### src/rtl/instruction_fetch_stage_if.sv
// Instruction-memory request/acknowledge port of the IF stage.
// Only one request is outstanding at a time, and the address is held until imem_ack.
interface instruction_fetch_stage_if #(
    parameter int ADDR_W  = 16,
    parameter int INSTR_W = 32
);
    logic               imem_req;
    logic [ADDR_W-1:0]  imem_addr;
    logic               imem_ack;
    logic [INSTR_W-1:0] imem_rdata;

    modport master (output imem_req, imem_addr, input  imem_ack, imem_rdata);
    modport slave  (input  imem_req, imem_addr, output imem_ack, imem_rdata);
endinterface

### src/rtl/instruction_fetch_stage.sv
// IF stage of the 16-bit MIPS core: PC, single-outstanding fetch, one-entry skid buffer,
// and the IF/ID register that feeds control_unit.
module instruction_fetch_stage #(
    parameter int                ADDR_W   = 16,
    parameter int                INSTR_W  = 32,
    parameter logic [ADDR_W-1:0] RESET_PC = '0,
    parameter int                PC_STEP  = 1
) (
    input  logic                 clk,
    input  logic                 rst_n,
    instruction_fetch_stage_if.master imem,
    input  logic                 stall,
    input  logic                 redirect_valid,
    input  logic [ADDR_W-1:0]    redirect_pc,
    output logic                 if_valid,
    output logic [INSTR_W-1:0]   if_instr,
    output logic [5:0]           if_opcode,
    output logic [ADDR_W-1:0]    if_pc,
    output logic [ADDR_W-1:0]    if_pc_plus1
);
    localparam logic [ADDR_W-1:0] STEP = ADDR_W'(PC_STEP);

    typedef enum logic [1:0] {BOOT, FETCH, SKID, FLUSH} fetchState_e;

    fetchState_e        state,     stateNext;
    logic [ADDR_W-1:0]  pc,        pcNext;
    logic [ADDR_W-1:0]  target,    targetNext;
    logic               ifValid,   ifValidNext;
    logic [INSTR_W-1:0] ifInstr,   ifInstrNext;
    logic [ADDR_W-1:0]  ifPc,      ifPcNext;
    logic [INSTR_W-1:0] skidInstr, skidInstrNext;
    logic [ADDR_W-1:0]  skidPc,    skidPcNext;

    assign imem.imem_req  = (state == FETCH) || (state == FLUSH);
    assign imem.imem_addr = pc;

    assign if_valid    = ifValid;
    assign if_instr    = ifInstr;
    assign if_opcode   = ifInstr[INSTR_W-1 -: 6];
    assign if_pc       = ifPc;
    assign if_pc_plus1 = ifPc + STEP;

    // NOTE: every always_comb output gets a default first so no path can infer a latch.
    always_comb begin
        stateNext     = state;
        pcNext        = pc;
        targetNext    = target;
        ifValidNext   = ifValid;
        ifInstrNext   = ifInstr;
        ifPcNext      = ifPc;
        skidInstrNext = skidInstr;
        skidPcNext    = skidPc;

        case (state)
            BOOT: begin
                stateNext = FETCH;
                if (redirect_valid) pcNext = redirect_pc;
            end
            FETCH: begin
                if (redirect_valid) begin
                    ifValidNext = 1'b0;
                    ifInstrNext = '0;
                    if (imem.imem_ack) begin
                        pcNext = redirect_pc;
                    end else begin
                        // The in-flight request must still complete; its data is dropped in FLUSH.
                        targetNext = redirect_pc;
                        stateNext  = FLUSH;
                    end
                end else if (imem.imem_ack) begin
                    pcNext = pc + STEP;
                    if (stall && ifValid) begin
                        skidInstrNext = imem.imem_rdata;
                        skidPcNext    = pc;
                        stateNext     = SKID;
                    end else begin
                        ifValidNext = 1'b1;
                        ifInstrNext = imem.imem_rdata;
                        ifPcNext    = pc;
                    end
                end else if (!stall) begin
                    // ID consumed the current entry and nothing replaced it: insert a bubble.
                    ifValidNext = 1'b0;
                    ifInstrNext = '0;
                end
            end
            SKID: begin
                if (redirect_valid) begin
                    pcNext      = redirect_pc;
                    ifValidNext = 1'b0;
                    ifInstrNext = '0;
                    stateNext   = FETCH;
                end else if (!stall) begin
                    ifValidNext = 1'b1;
                    ifInstrNext = skidInstr;
                    ifPcNext    = skidPc;
                    stateNext   = FETCH;
                end
            end
            FLUSH: begin
                if (redirect_valid) targetNext = redirect_pc;
                if (imem.imem_ack) begin
                    pcNext    = redirect_valid ? redirect_pc : target;
                    stateNext = FETCH;
                end
            end
            default: stateNext = BOOT;
        endcase
    end

    // NOTE: sequential state uses non-blocking assignments so every register samples pre-edge values.
    always_ff @(posedge clk or negedge rst_n) begin
        if (!rst_n) begin
            state     <= BOOT;
            pc        <= RESET_PC;
            target    <= RESET_PC;
            ifValid   <= 1'b0;
            ifInstr   <= '0;
            ifPc      <= '0;
            skidInstr <= '0;
            skidPc    <= '0;
        end else begin
            state     <= stateNext;
            pc        <= pcNext;
            target    <= targetNext;
            ifValid   <= ifValidNext;
            ifInstr   <= ifInstrNext;
            ifPc      <= ifPcNext;
            skidInstr <= skidInstrNext;
            skidPc    <= skidPcNext;
        end
    end
endmodule
### src/flat_wrapper.sv
// flat-port wrapper written by rule: the top's interface ports become plain ports
module instruction_fetch_stage_flat 
#(
    parameter int                ADDR_W   = 16,
    parameter int                INSTR_W  = 32,
    parameter logic [ADDR_W-1:0] RESET_PC = '0,
    parameter int                PC_STEP  = 1
)
  (clk, rst_n, stall, redirect_valid, redirect_pc, if_valid, if_instr, if_opcode, if_pc, if_pc_plus1, imem_imem_req, imem_imem_addr, imem_imem_ack, imem_imem_rdata);
  instruction_fetch_stage_if #(.ADDR_W(ADDR_W), .INSTR_W(INSTR_W)) imem_i ();
  input  logic clk;
  input  logic rst_n;
  input  logic stall;
  input  logic redirect_valid;
  input  logic [ADDR_W-1:0] redirect_pc;
  output logic if_valid;
  output logic [INSTR_W-1:0] if_instr;
  output logic [5:0] if_opcode;
  output logic [ADDR_W-1:0] if_pc;
  output logic [ADDR_W-1:0] if_pc_plus1;
  output wire logic [$bits(imem_i.imem_req)-1:0] imem_imem_req;
  output wire logic [$bits(imem_i.imem_addr)-1:0] imem_imem_addr;
  input wire logic [$bits(imem_i.imem_ack)-1:0] imem_imem_ack;
  input wire logic [$bits(imem_i.imem_rdata)-1:0] imem_imem_rdata;
  assign imem_imem_req = imem_i.imem_req;
  assign imem_imem_addr = imem_i.imem_addr;
  assign imem_i.imem_ack = imem_imem_ack;
  assign imem_i.imem_rdata = imem_imem_rdata;
  instruction_fetch_stage #(.ADDR_W(ADDR_W), .INSTR_W(INSTR_W), .RESET_PC(RESET_PC), .PC_STEP(PC_STEP)) u_core (.clk(clk), .rst_n(rst_n), .imem(imem_i), .stall(stall), .redirect_valid(redirect_valid), .redirect_pc(redirect_pc), .if_valid(if_valid), .if_instr(if_instr), .if_opcode(if_opcode), .if_pc(if_pc), .if_pc_plus1(if_pc_plus1));
endmodule
### config.mk
export PLATFORM = sky130hd
export DESIGN_NAME = instruction_fetch_stage_flat
export DESIGN_NICKNAME = d
export VERILOG_FILES = /design/src/rtl/instruction_fetch_stage_if.sv /design/src/rtl/instruction_fetch_stage.sv /design/src/flat_wrapper.sv
export SDC_FILE = /design/constraint.sdc
export NUM_CORES = 1
export LEC_CHECK = 0
export CAP_MARGIN = 25
export CORE_MARGIN = 2
export CORE_UTILIZATION = 45
export DETAILED_ROUTE_END_ITERATION = 6
export HOLD_SLACK_MARGIN = 0.15
export PLACE_DENSITY = 0.69
export SYNTH_ARGS = -nofsm -noshare
export SYNTH_HDL_FRONTEND = slang
export SYNTH_SLANG_ARGS = --single-unit
### constraint.sdc
create_clock -name clk -period 2.6 [get_ports clk]
set_clock_uncertainty 0.1 [all_clocks]
set_input_delay 0.52 -clock clk [delete_from_list [all_inputs] [get_ports clk]]
set_output_delay 0.52 -clock clk [all_outputs]
set_load 0.01 [all_outputs]
# [Word-level counts from Yosys, hierarchy flattened]
# Cells that the tools add are included.
[word_totals] regBits=131 input_bits=53 word_cells=79
[classes] addsub=2 n_eq_ne=18 muxes=38 bitwise_logic=1 reduce_logical=12
[ops] op="$mux 16" count=13
[ops] op="$mux 32" count=6
[ops] op="$pmux 16 s2" count=2
[ops] op="$pmux 32 s2" count=1
[ops] op="$pmux 16 s3" count=1
[ops] op="$add 16x1->16 const B" count=2
[ops] op="$ne 2x2->1 const B" count=8
[ops] op="$mux 2" count=7
[ops] op="$ne 3x3->1 const B" count=4
[ops] op="$ne 4x4->1 const B" count=2
[ops] op="$pmux 2 s4" count=1
[ops] op="$reduce_and 4->1" count=2
[ops] op="$mux 1" count=6
[ops] op="$reduce_and 3->1" count=2
[ops] op="$reduce_and 6->1" count=1
[ops] op="$reduce_and 5->1" count=1
[ops] op="$eq 2x2->1 const B" count=2
[ops] op="$reduce_bool 2->1" count=2
[ops] op="$eq 2x1->1 const B" count=1
[ops] op="$logic_not 2->1" count=1
[ops] op="$ne 2x1->1 const B" count=1
[ops] op="$pmux 1 s2" count=1
[ops] op="$reduce_or 2->1" count=1
[ops] op="$logic_and 1x1->1" count=1
[ops] op="2 further kinds" count=2

# [Logic depth before layout (Yosys ltp)]
[depth] word_depth=5 depth_mapped=9 mapped_depth_nobuf=7

# [Worst setup path after synthesis]
# No wires, ideal clock.
[synth_timing] path_kind="reg-to-reg" startpoint="reg u_core.state[0]" endpoint="reg u_core.ifInstr[14], in the netlist u_core.if_instr[14]" setup_ns=0.127 t_arrival_ns=1.843 slack_ns=0.529 path_stages_with_launch=9 period_less_slack_ns=2.071 path_cell_list="dfrtp_1 clkinv_1 ha_1 buf_2 nor2b_1 clkbuf_1 clkbuf_1 a22o_1 mux2_1"
[synth_between] elab_chain_cells=3 word_cells_on_any_way=8
[synth_lines] item="from (decl)" line_no="instruction_fetch_stage.sv:25" source="fetchState_e state, stateNext;"
[synth_lines] item="from (signal assigned)" line_no="instruction_fetch_stage.sv:123" source="state <= stateNext;"
[synth_lines] item="$eq 2x1->1 / $eq 2x2->1 (equally long branches)" line_no="instruction_fetch_stage.sv:54" source="case (state)"
[synth_lines] item="$ne 4x4->1 (no source line), or another cell as far along"
[synth_lines] item="$reduce_and 4->1 (no source line)"
[synth_lines] item="to (signal assigned)" line_no="instruction_fetch_stage.sv:127" source="ifInstr <= ifInstrNext;"
[synth_lines] item="to (decl)" line_no="instruction_fetch_stage.sv:29" source="logic [INSTR_W-1:0] ifInstr, ifInstrNext;"
# Parallel ways exist; a longest one is shown, timed or not.
# A chain may end at the register's enable or synchronous reset.

# [Final worst setup path]
[layout_timing] startpoint="reg u_core.ifPc[7], in the netlist u_core.if_pc[7]" endpoint="out if_pc_plus1[14]"
[layout_between] elab_chain_cells=1
[layout_lines] item="from (decl)" line_no="instruction_fetch_stage.sv:30" source="logic [ADDR_W-1:0] ifPc, ifPcNext;"
[layout_lines] item="from (signal assigned)" line_no="instruction_fetch_stage.sv:128" source="ifPc <= ifPcNext;"
[layout_lines] item="$add 16x1->16" line_no="instruction_fetch_stage.sv:41" source="assign if_pc_plus1 = ifPc + STEP;"
[layout_lines] item="to (decl)" line_no="flat_wrapper.sv:20" source="output logic [ADDR_W-1:0] if_pc_plus1;"
# Every way passes these cells.

==> results.json <==
{
  "synth_cell_type_count": 65,
  "endpoint_kind": "output port",
  "reg2reg_depth": 8,
  "crit_required_ns": 1.98,
  "cpMaxStageDelayCell": "dfrtp_2",
  "synthCells": 561,
  "final_cell_mix": "clkdlybuf4s50_1, dfrtp_1, mux2_2, o21ai_0, nand2_1",
  "antenna_found_initial": 0,
  "vias": 5111,
  "grt_pass1_wl_mm": 26.7,
  "max_freq_mhz": 402,
  "cts_tree": "built",
  "period_minus_slack_ns": 2.49,
  "detail_route.iter0.violations": 394,
  "tns_ns": 0,
  "place_congestion": 0.817,
  "seq_area_frac_synth_pct": 49.5,
  "whs_ns": 0.385,
  "worstSetupEndpoint": "if_pc_plus1[14]",
  "critPathKind": "reg2out",
  "synth-compound-area-share_pct": 14.0,
  "viasPerCell": 5.65,
  "die_w_um": 125,
  "cpPeakStageDelay_ns": 0.42,
  "ys_seq_elements": 131,
  "cts_inserted_buffers": 17,
  "area_growth_pct": 35.8,
  "ir_drop_uv": 508,
  "cts_buffer_depth": 2,
  "maxSlewViolCount": 0,
  "drt_first_pass_iters": 4,
  "wl_per_cell_um": 17.7,
  "muxShareOfSynthArea_pct": 19.4,
  "pin_count": 141,
  "cts.htree.levels": 4,
  "p_leak_nw": 3.87,
  "synth-edff-count": 0,
  "grt_max_degree": 55,
  "p_per_area_mw_per_mm2": 1110,
  "tightest_slew_ns": 0.584,
  "syn_area_mm2": 0.00662,
  "die_area_mm2": 0.0157,
  "clockRootBuffer": "clkbuf_16",
  "start_util_pct": 45.7,
  "layout.cells.non_filler": 904,
  "antenna_left": 0,
  "row_count": 44,
  "drv_cap": 0,
  "outcome": "finished clean",
  "critPathLaunchType": "flop",
  "gr-total-overflow": 0,
  "synth-main-ff-cell": "dfrtp_1",
  "clock_sinks": 131,
  "crit_cells": 5,
  "cp_top_family": "simple AND/OR/NAND/NOR gates",
  "synth-adder-area-share_pct": 1.13,
  "ys_warn_count": 0,
  "drive_gt1_share_pct": 26.1,
  "clock_latency_ns": 0.41,
  "path_buf_inv": 1,
  "async_flop_share_pct": 100,
  "setup_viol": 0,
  "die_height_um": 125,
  "synth_nets": 620,
  "final_nets": 766,
  "startpoint": "u_core.if_pc[7]",
  "place_hpwl_mm": 11.2,
  "grt_pass1_vias": 5177,
  "period_share_pct": 95.6,
  "synth_top_family_by_area": "multiplexers",
  "drc_errors": 0,
  "r2r_end": "u_core.if_pc[9]",
  "finalHoldViolCount": 0,
  "coreArea_mm2": 0.0145,
  "holdCritPathClass": "reg2reg",
  "crit_arrival_ns": 1.87,
  "avgSynthCellArea_um2": 11.8,
  "maxSlewHeadroom_pct": 60.6,
  "min_path_cells": 2,
  "r2r_slack_ns": 0.28,
  "finalWirelength_mm": 16.0,
  "rr_startpoint": "u_core.state[0]",
  "place_inst": 866,
  "clk_pin_slew_ns": 0.06,
  "antenna_cells": 0,
  "synth_xor_area_share_pct": 1.98,
  "worst-path-max-fanout": 7,
  "grt_usage_pct": 21.0,
  "io_buffer_count": 140,
  "synth-simple-area-share_pct": 8.94,
  "crit_chain": "and4_4 -> and3_4 -> nand3_1 -> xnor2_1 -> dlygate4sd2_1"
}
==> cells by family after synthesis <==
logic type | count (synthesis)
DFF | 131
AOI/OAI and AO/OA | 126
muxes | 116
and+or+nand+nor | 104
buffers and inverters | 63
xor gates and xnor gates | 15
adders and majority gates | 6
==> tightest hold or removal path: stages, from the launching register on <==
cell and delay (ns):
dfrtp_1 0.34, nand2_1 0.05, o21ai_0 0.06
==> final cells by class <==
cell class              count  area [um^2]
clock buffers              20          447
clock inverters            12          179
flip-flops and latches    131         3280
well taps                 184          230
repair buffers            176         1720
inverters                  14         52.6
multi-input cells         367         3080
fillers                  1136         5490
==> through the flow <==
step                      util [%]  setup WS [ns]  total power, mW  area [um^2]
after floorplan                  -          0.529             5.72         6620
after global placement        57.2          0.103             7.35         8280
after detailed placement      57.2         0.0269             7.48         8280
after CTS                     62.0        0.00573             10.0         8970
after global routing          62.1       -0.00823             10.6         8990
final                         62.1          0.115             9.97         8990
==> report_power, final <==
part / total [mW] / internal, mW / switching (mW) / leakage (nW)
logic: 3.80 / 2.13 / 1.68 / 1.91
clock network: 2.52 / 1.63 / 0.887 / 0.297
registers: 3.64 / 2.88 / 0.760 / 1.67
==> synthesized netlist by cell type, types with 3 or more instances <==
library cell | number | area, um^2
mux2_2 | 92 | 1040
a31oi_1 | 4 | 25.0
nand4_2 | 3 | 37.5
o22ai_1 | 3 | 18.8
dfrtp_1 | 131 | 3280
buf_2 | 17 | 85.1
a221oi_1 | 9 | 78.8
nand4_1 | 3 | 18.8
mux2_1 | 4 | 45.0
buf_6 | 6 | 67.6
a21oi_1 | 7 | 35.0
clkbuf_1 | 16 | 60.1
nand2b_1 | 4 | 25.0
o21ai_0 | 38 | 190
nand3_1 | 14 | 70.1
buf_4 | 7 | 52.6
inv_1 | 11 | 41.3
mux2i_1 | 20 | 200
xor2_1 | 3 | 26.3
and3_1 | 3 | 18.8
a22o_1 | 36 | 315
and4_1 | 3 | 26.3
o2bb2ai_1 | 7 | 61.3
nor2_1 | 7 | 26.3
xnor2_1 | 12 | 105
nor3_1 | 6 | 30.0
ha_1 | 6 | 75.1
nor4_1 | 8 | 50.1
nand2_1 | 37 | 139
==> metal layers <==
metal | global-route usage (%) | vias to the layer above | share of wire, %
li1 | - | 2381 | -
met1 | 27.6 | 2563 | 45
met2 | 34.3 | 151 | 49
met3 | 4.71 | 16 | 5.0
met4 | 7.45 | 0 | 1.3
met5 | 0 | - | 0
==> sequential cells by signal, indices dropped and copies added, names as in the netlist <==
register / cells
u_core.imem.imem_addr: 16
u_core.if_instr: 32
u_core.target: 16
u_core.state: 2
u_core.skidInstr: 32
u_core.if_pc: 16
u_core.skidPc: 16
u_core.if_valid: 1
==> repair_timing <==
item,4_1_cts,5_1_grt
hold buffers,1,0
endpoints found under the hold margin,33,0
setup endpoints to repair,11,8
buffers inserted,4,1
resized for setup,21,10
pin swaps,2,0
==> how the worst min path moves through the flow <==
stage                      startpoint                 end  slack [ns]
finish              u_core.target[15]   u_core.target[15]        0.39
global placement    u_core.skidPc[10]   u_core.skidPc[10]        0.36
detailed placement  u_core.target[15]   u_core.target[15]        0.38
global route         u_core.skidPc[7]    u_core.skidPc[7]        0.42
floorplan                       rst_n  u_core.if_instr[0]        0.12
CTS                 u_core.target[15]   u_core.target[15]        0.39
Power figures use the tool's default switching activity.
